### config.mk
export PLATFORM = sky130hd
export DESIGN_NAME = imem_boot_loader
export DESIGN_NICKNAME = d
export VERILOG_FILES = /design/src/rtl/imem_boot_loader.sv
export SDC_FILE = /design/constraint.sdc
export NUM_CORES = 1
export LEC_CHECK = 0
export ABC_AREA = 1
export CAP_MARGIN = 20
export CORE_UTILIZATION = 57
export CTS_BUF_LIST = sky130_fd_sc_hd__clkbuf_8
export CTS_CLUSTER_SIZE = 28
export DETAILED_ROUTE_END_ITERATION = 12
export PLACE_DENSITY_LB_ADDON = 0.08
export SYNTH_ARGS = -nofsm -noshare
export SYNTH_HDL_FRONTEND = slang
export SYNTH_SLANG_ARGS = --single-unit
### constraint.sdc
create_clock -name clk -period 4.9 [get_ports clk]
set_clock_uncertainty 0.15 [all_clocks]
set_input_delay 0.98 -clock clk [delete_from_list [all_inputs] [get_ports clk]]
set_output_delay 0.98 -clock clk [all_outputs]
set_load 0.03 [all_outputs]
### src/rtl/imem_boot_loader.sv
// Boot loader: assembles a little-endian byte stream into instruction words,
// writes them to instruction memory while holding the core in reset, then releases the core.
module imem_boot_loader #(
  parameter int DEPTH  = 256,
  parameter int WIDTH  = 32,
  parameter int ADDR_W = 8
) (
  input  logic              clk,
  input  logic              rst_n,
  input  logic              start,
  input  logic [ADDR_W:0]   len_words,
  input  logic              rx_valid,
  input  logic [7:0]        rx_data,
  output logic              rx_ready,
  input  logic [31:0]       core_addr,
  output logic [ADDR_W-1:0] mem_raddr,
  output logic              mem_we,
  output logic [ADDR_W-1:0] mem_waddr,
  output logic [WIDTH-1:0]  mem_wdata,
  output logic              core_rst_n,
  output logic              busy,
  output logic              done,
  output logic              err
);

  typedef enum logic [1:0] {IDLE, LOAD, WRITE, RUN} state_t;

  localparam logic [ADDR_W:0] DEPTH_L = (ADDR_W+1)'(DEPTH);
  localparam logic [ADDR_W:0] ONE_L   = (ADDR_W+1)'(1);

  state_t              state_q, state_d;
  logic [ADDR_W:0]     len_q, len_d;
  logic [1:0]          byte_cnt_q, byte_cnt_d;
  logic [ADDR_W-1:0]   word_cnt_q, word_cnt_d;
  logic [WIDTH-1:0]    word_q, word_d;
  logic                mem_we_q, mem_we_d;
  logic [ADDR_W-1:0]   mem_waddr_q, mem_waddr_d;
  logic [WIDTH-1:0]    mem_wdata_q, mem_wdata_d;
  logic                core_rst_n_q, core_rst_n_d;
  logic                busy_q, busy_d;
  logic                done_q, done_d;
  logic                err_q, err_d;
  logic                len_ok;
  logic                unused_addr_bits;

  assign len_ok           = (len_words != '0) && (len_words <= DEPTH_L);
  assign unused_addr_bits = ^core_addr[31:ADDR_W+2];

  always_comb begin
    state_d      = state_q;
    len_d        = len_q;
    byte_cnt_d   = byte_cnt_q;
    word_cnt_d   = word_cnt_q;
    word_d       = word_q;
    mem_we_d     = 1'b0;
    mem_waddr_d  = mem_waddr_q;
    mem_wdata_d  = mem_wdata_q;
    core_rst_n_d = core_rst_n_q;
    busy_d       = busy_q;
    done_d       = done_q;
    err_d        = err_q;
    unique case (state_q)
      IDLE: begin
        if (start) begin
          if (len_ok) begin
            state_d    = LOAD;
            len_d      = len_words;
            byte_cnt_d = '0;
            word_cnt_d = '0;
            err_d      = 1'b0;
            busy_d     = 1'b1;
          end else begin
            err_d = 1'b1;
          end
        end
      end
      LOAD: begin
        if (rx_valid) begin
          word_d[{byte_cnt_q, 3'b000} +: 8] = rx_data;
          byte_cnt_d = byte_cnt_q + 2'd1;
          // Registered write strobe/address/data are launched by the 4th-byte edge
          if (byte_cnt_q == 2'd3) begin
            state_d     = WRITE;
            mem_we_d    = 1'b1;
            mem_waddr_d = word_cnt_q;
            mem_wdata_d = word_d;
          end
        end
      end
      WRITE: begin
        if ({1'b0, word_cnt_q} == len_q - ONE_L) begin
          state_d      = RUN;
          core_rst_n_d = 1'b1;
          done_d       = 1'b1;
          busy_d       = 1'b0;
        end else begin
          word_cnt_d = word_cnt_q + ADDR_W'(1);
          state_d    = LOAD;
        end
      end
      RUN: begin
        if (start && len_ok) begin
          state_d      = LOAD;
          len_d        = len_words;
          byte_cnt_d   = '0;
          word_cnt_d   = '0;
          err_d        = 1'b0;
          busy_d       = 1'b1;
          done_d       = 1'b0;
          core_rst_n_d = 1'b0;
        end else if (start || (core_addr[1:0] != 2'b00)) begin
          err_d = 1'b1;
        end
      end
      default: state_d = IDLE;
    endcase
  end

  always_ff @(posedge clk or negedge rst_n) begin
    if (!rst_n) begin
      state_q      <= IDLE;
      len_q        <= '0;
      byte_cnt_q   <= '0;
      word_cnt_q   <= '0;
      word_q       <= '0;
      mem_we_q     <= 1'b0;
      mem_waddr_q  <= '0;
      mem_wdata_q  <= '0;
      core_rst_n_q <= 1'b0;
      busy_q       <= 1'b0;
      done_q       <= 1'b0;
      err_q        <= 1'b0;
    end else begin
      state_q      <= state_d;
      len_q        <= len_d;
      byte_cnt_q   <= byte_cnt_d;
      word_cnt_q   <= word_cnt_d;
      word_q       <= word_d;
      mem_we_q     <= mem_we_d;
      mem_waddr_q  <= mem_waddr_d;
      mem_wdata_q  <= mem_wdata_d;
      core_rst_n_q <= core_rst_n_d;
      busy_q       <= busy_d;
      done_q       <= done_d;
      err_q        <= err_d;
    end
  end

  assign rx_ready   = (state_q == LOAD);
  assign mem_raddr  = (state_q == RUN) ? core_addr[ADDR_W+1:2] : mem_waddr_q;
  assign mem_we     = mem_we_q;
  assign mem_waddr  = mem_waddr_q;
  assign mem_wdata  = mem_wdata_q;
  assign core_rst_n = core_rst_n_q;
  assign busy       = busy_q;
  assign done       = done_q;
  assign err        = err_q;

endmodule

## Yosys cells after proc, flatten, opt, wreduce, memory -nomap -nowiden

Cells that the tools add are included.

| operators by class | value |
|---|---|
| equal/unequal tests | 13 |
| reduce and logical (&&, ||, !) cells | 19 |
| order comparisons | 1 |
| shift-type cells | 2 |
| add/subtract/negate cells | 4 |
| mux-type cells | 39 |

Operator list:

| operator | count |
|---|---|
| two-way mux 8 bit | 5 |
| bitwise mux 32 bit | 1 |
| variable shift 8 x 7 -> 32 bit, first input constant | 1 |
| indexed part select 8 x 7 -> 32 bit | 1 |
| two-way mux 9 bit | 3 |
| case mux 8 bit (3 select lines) | 1 |
| two-way mux 2 bit | 10 |
| AND reduction 5 bit | 4 |
| case mux 9 bit (2 select lines) | 1 |
| two-way mux 1 bit | 13 |
| != test 2 bit, second input constant | 6 |
| equality test 8 x 9 -> 1 bit | 1 |
| <= comparator 9 bit, second input constant | 1 |
| AND reduction 3 bit | 3 |
| nonzero test 9 bit | 1 |
| subtractor 9 x 1 -> 9 bit, second input constant | 1 |
| adder 8 x 1 -> 8 bit, second input constant | 1 |
| case mux 2 bit (4 select lines) | 1 |
| negator 5 -> 7 bit | 1 |
| equality test 2 bit, second input constant | 3 |
| case mux 2 bit (3 select lines) | 1 |
| nonzero test 2 bit | 3 |
| nonzero test 3 bit | 2 |
| case mux 1 bit (2 select lines) | 2 |
| 10 further kinds | 11 |

| storage, ports and cells | value |
|---|---|
| output and inout bits | 54 |
| register bits | 97 |

## Logic depth before layout (Yosys ltp)

| logic depth | value |
|---|---|
| word-level depth | 5 |
| gate-level depth with buffers | 14 |

## Least setup slack after synthesis

OpenSTA, ideal clock, no wires.

| path | value |
|---|---|
| path kind | register to output |
| start point | register state_q[0] |
| end point | output port mem_raddr[5] |
| required time | 3.770 ns |
| setup slack | 2.067 ns |
| data arrival time | 1.703 ns |
| stages on the path, launching flop included | 5 |
| cell sequence | dfrtp_1 > ha_1 > clkbuf_1 > clkbuf_1 > o21ai_0 |

| between the ends | value |
|---|---|
| cells in the longest elaborated chain, start to end | 2 |

Ends and longest elaborated chain:

| what | RTL line | RTL |
|---|---|---|
| start, declared | 31 | `state_t state_q, state_d;` |
| start signal, assigned | 134 | `state_q <= state_d;` |
| equality test 2 bit | 150 | `assign mem_raddr = (state_q == RUN) ? core_addr[ADDR_W+1:2] : mem_waddr_q;` |
| two-way mux 8 bit | 150 |  |
| end, declared | 16 | `output logic [ADDR_W-1:0] mem_raddr,` |

No other way between the ends.

## Worst setup path after layout

| path | value |
|---|---|
| start point | input port core_addr[3] |
| end point | output port mem_raddr[1] |

| between the ends | value |
|---|---|
| cells in the longest elaborated chain, start to end | 1 |

Ends and longest elaborated chain:

| what | RTL line | RTL |
|---|---|---|
| start, declared | 15 | `input logic [31:0] core_addr,` |
| two-way mux 8 bit | 150 |  |

No other way between the ends.

==> out/results.ini <==
[sta]
rsz0062_at_grt = no
slew-limit-headroom = 0.424
tightestPinTransition_ns = 0.863
min_period_ns = 3.44
max_freq_mhz = 290
period_share = 0.703
maxSlewViolCount = 0
finalHoldViolations = 0
setup_viol_count_final = 0
setup_tns_ns = 0

[clock_network]
postCtsSetupRepairBufs = 0
cts_max_level = 3
cts_root_buf = clkbuf_8
cts-buffers-inserted = 9
cts_tree = yes
clock_path_buffers = 2
clk_pin_slew_ns = 0.10
cts_resized = 0
insertion_delay_ns = 0.36
cts_sinks = 97
hold_buffers = 0

[grt]
grt_antenna_before_repair = 0
grt_pass1_vias = 3866
track_usage = 0.256
grt.overflow.total = 0
grt_first_pass_wirelength_microns = 17700
grt_max_degree = 66

[synthesis]
synth_commonest_cells = nand2_1 (151), dfrtp_1 (97), inv_1 (91)
synth_ff_type = dfrtp_1
ys_seq_area_frac = 0.493
avgSynthCellArea_sq_um = 8.34
synth_most_common_cell = nand2_1
synth_cells = 590
yosysTopAreaCell = dfrtp_1
synthTopCellsByArea = dfrtp_1 (49%), nand2_1 (12%), mux2_2 (7.3%), o21ai_0 (7.1%), inv_1 (6.9%)
ys_warn_count = 0
synth_top_area_share = 0.493
async_flop_share = 1.00
syn_area_sq_um = 4920
yosysUniqueCellTypes = 28
synth_edf_count = 0
ys_ff_latch = 97
synth_nets = 656

[final_layout]
diodes = 0
fin_area_sq_um = 6050
drive_above_1_share = 0.0942
finish.utilization = 0.730
syn_to_final_growth_pct = 23.0
nets = 730

[setup_path]
slowest_delay_ns = 0.70
cp-end-kind = primary output
crit_required_ns = 3.77
path_max_fanout = 1
crit_arrival_ns = 2.31
cp-start-kind = primary input
cpMostUsedCell = clkdlybuf4s50_1
cp_cell_sequence = clkdlybuf4s50_1 > nand2_1 > o21ai_0 > clkdlybuf4s50_1
worstSetupPathType = primary input to primary output
reg2regPathDepth = 8
crit_slowest_cell = clkdlybuf4s50_1

[drt]
drt_first_pass_iters = 5
vias = 4099
routedWlPerCell_microns = 13.7
wl_microns = 10600
postRouteAntennaNets = 0
drc_errors = 0
drt_iter0_drc = 203
via_per_inst = 5.30

[power_and_ir_drop]
p_per_area_nw_per_um2 = 605
p_leak_uw = 0.00285
irDropWorstVdd_v = 0.000361

[floorplanning]
ios = 107
die-area_sq_um = 9010
floorplan.initialDensity = 0.593
die_x_microns = 94.9
fp.dieH_microns = 94.9
fp-row-count = 33
core_sq_um = 8300

[place]
io_buffers = 84
globalplace.congestion = 0.837
dpl_cell_area_sq_um = 5800
dpl.hpwl_microns = 7520

[status]
status = complete, no violations

[hold_path]
hp-class = flop to flop
hold_depth = 1

[flow_run]
drv_cap = 0

## flip-flops by register name, indices dropped and copies added (netlist names)
register	flops
busy	1
byte_cnt_q	2
done	1
err	1
len_q	9
mem_waddr	8
mem_wdata	32
mem_we	1
state_q	2
word_cnt_q	8
word_q	32
## per-layer routing
metal  routed length [microns]  global-route usage
met1                      5070               0.369
met2                      4720               0.394
met3                       666              0.0330
met4                       130               0.105
met5                         0                   0
## cell usage in the layout (no fill, tap or decap), drive strengths merged
| master | n |
|---|---|
| xnor2 | 2 |
| xor2 | 5 |
| clkdlybuf4s50 | 83 |
| nand4 | 7 |
| inv | 94 |
| dfrtp | 97 |
| clkbuf | 11 |
| nand2 | 154 |
| clkinvlp | 1 |
| o22ai | 25 |
| nand3b | 1 |
| buf | 3 |
| nand3 | 17 |
| clkinv | 2 |
| a21oi | 3 |
| o21ai | 73 |
| nor2 | 43 |
| nor4 | 1 |
| ha | 13 |
| bufinv | 2 |
| mux2 | 32 |
## logic make-up after synthesis
group / Yosys count / synth area share
simple gates: 223 / 0.185
flops: 97 / 0.493
compound gates: 101 / 0.109
xor+xnor: 7 / 0.0125
buf+inv: 117 / 0.0936
fa+ha+maj: 13 / 0.0331
mux: 32 / 0.0732
## layout make-up
class                      instances  area (sq um)
clock buffer                      11           151
multi-input combinational        376          2040
clock inverter                     5          85.1
timing repair buffer              86           866
sequential                        97          2430
fill                             654          2240
tap                              105           131
inverter                          94           353
## worst paths after layout
path                          startpoint            end  slack [ns]
max                         core_addr[3]   mem_raddr[1]        1.46
max in group asynchronous          rst_n     word_q[10]        3.11
max reg2reg                byte_cnt_q[0]     word_q[21]        2.41
min reg2reg                mem_wdata[16]  mem_wdata[16]        0.36
min                        mem_wdata[16]  mem_wdata[16]        0.36
min in group asynchronous          rst_n      word_q[2]        0.54
## stage by stage
stage	power, uW	hold slack (ns)	setup slack [ns]	instances
2_1_floorplan	2440	0.321	2.07	590
3_3_place_gp	3000	0.330	1.49	757
3_5_place_dp	3070	0.345	1.45	757
4_1_cts	3670	0.367	1.43	773
5_1_grt	3930	0.381	1.32	774
6_report	3660	0.362	1.46	774
## power breakdown
| group | switching [uW] | internal, uW |
|---|---|---|
| clock network | 282 | 318 |
| registers | 170 | 1070 |
| logic | 1150 | 674 |
## critical path, delay by kind of cell
family | cells | cell delay (ns)
AOI/OAI and AO/OA | 1 | 0.12
buffers and inverters | 2 | 1.16
and+or+nand+nor | 1 | 0.05
(Power assumes the default switching activity.)
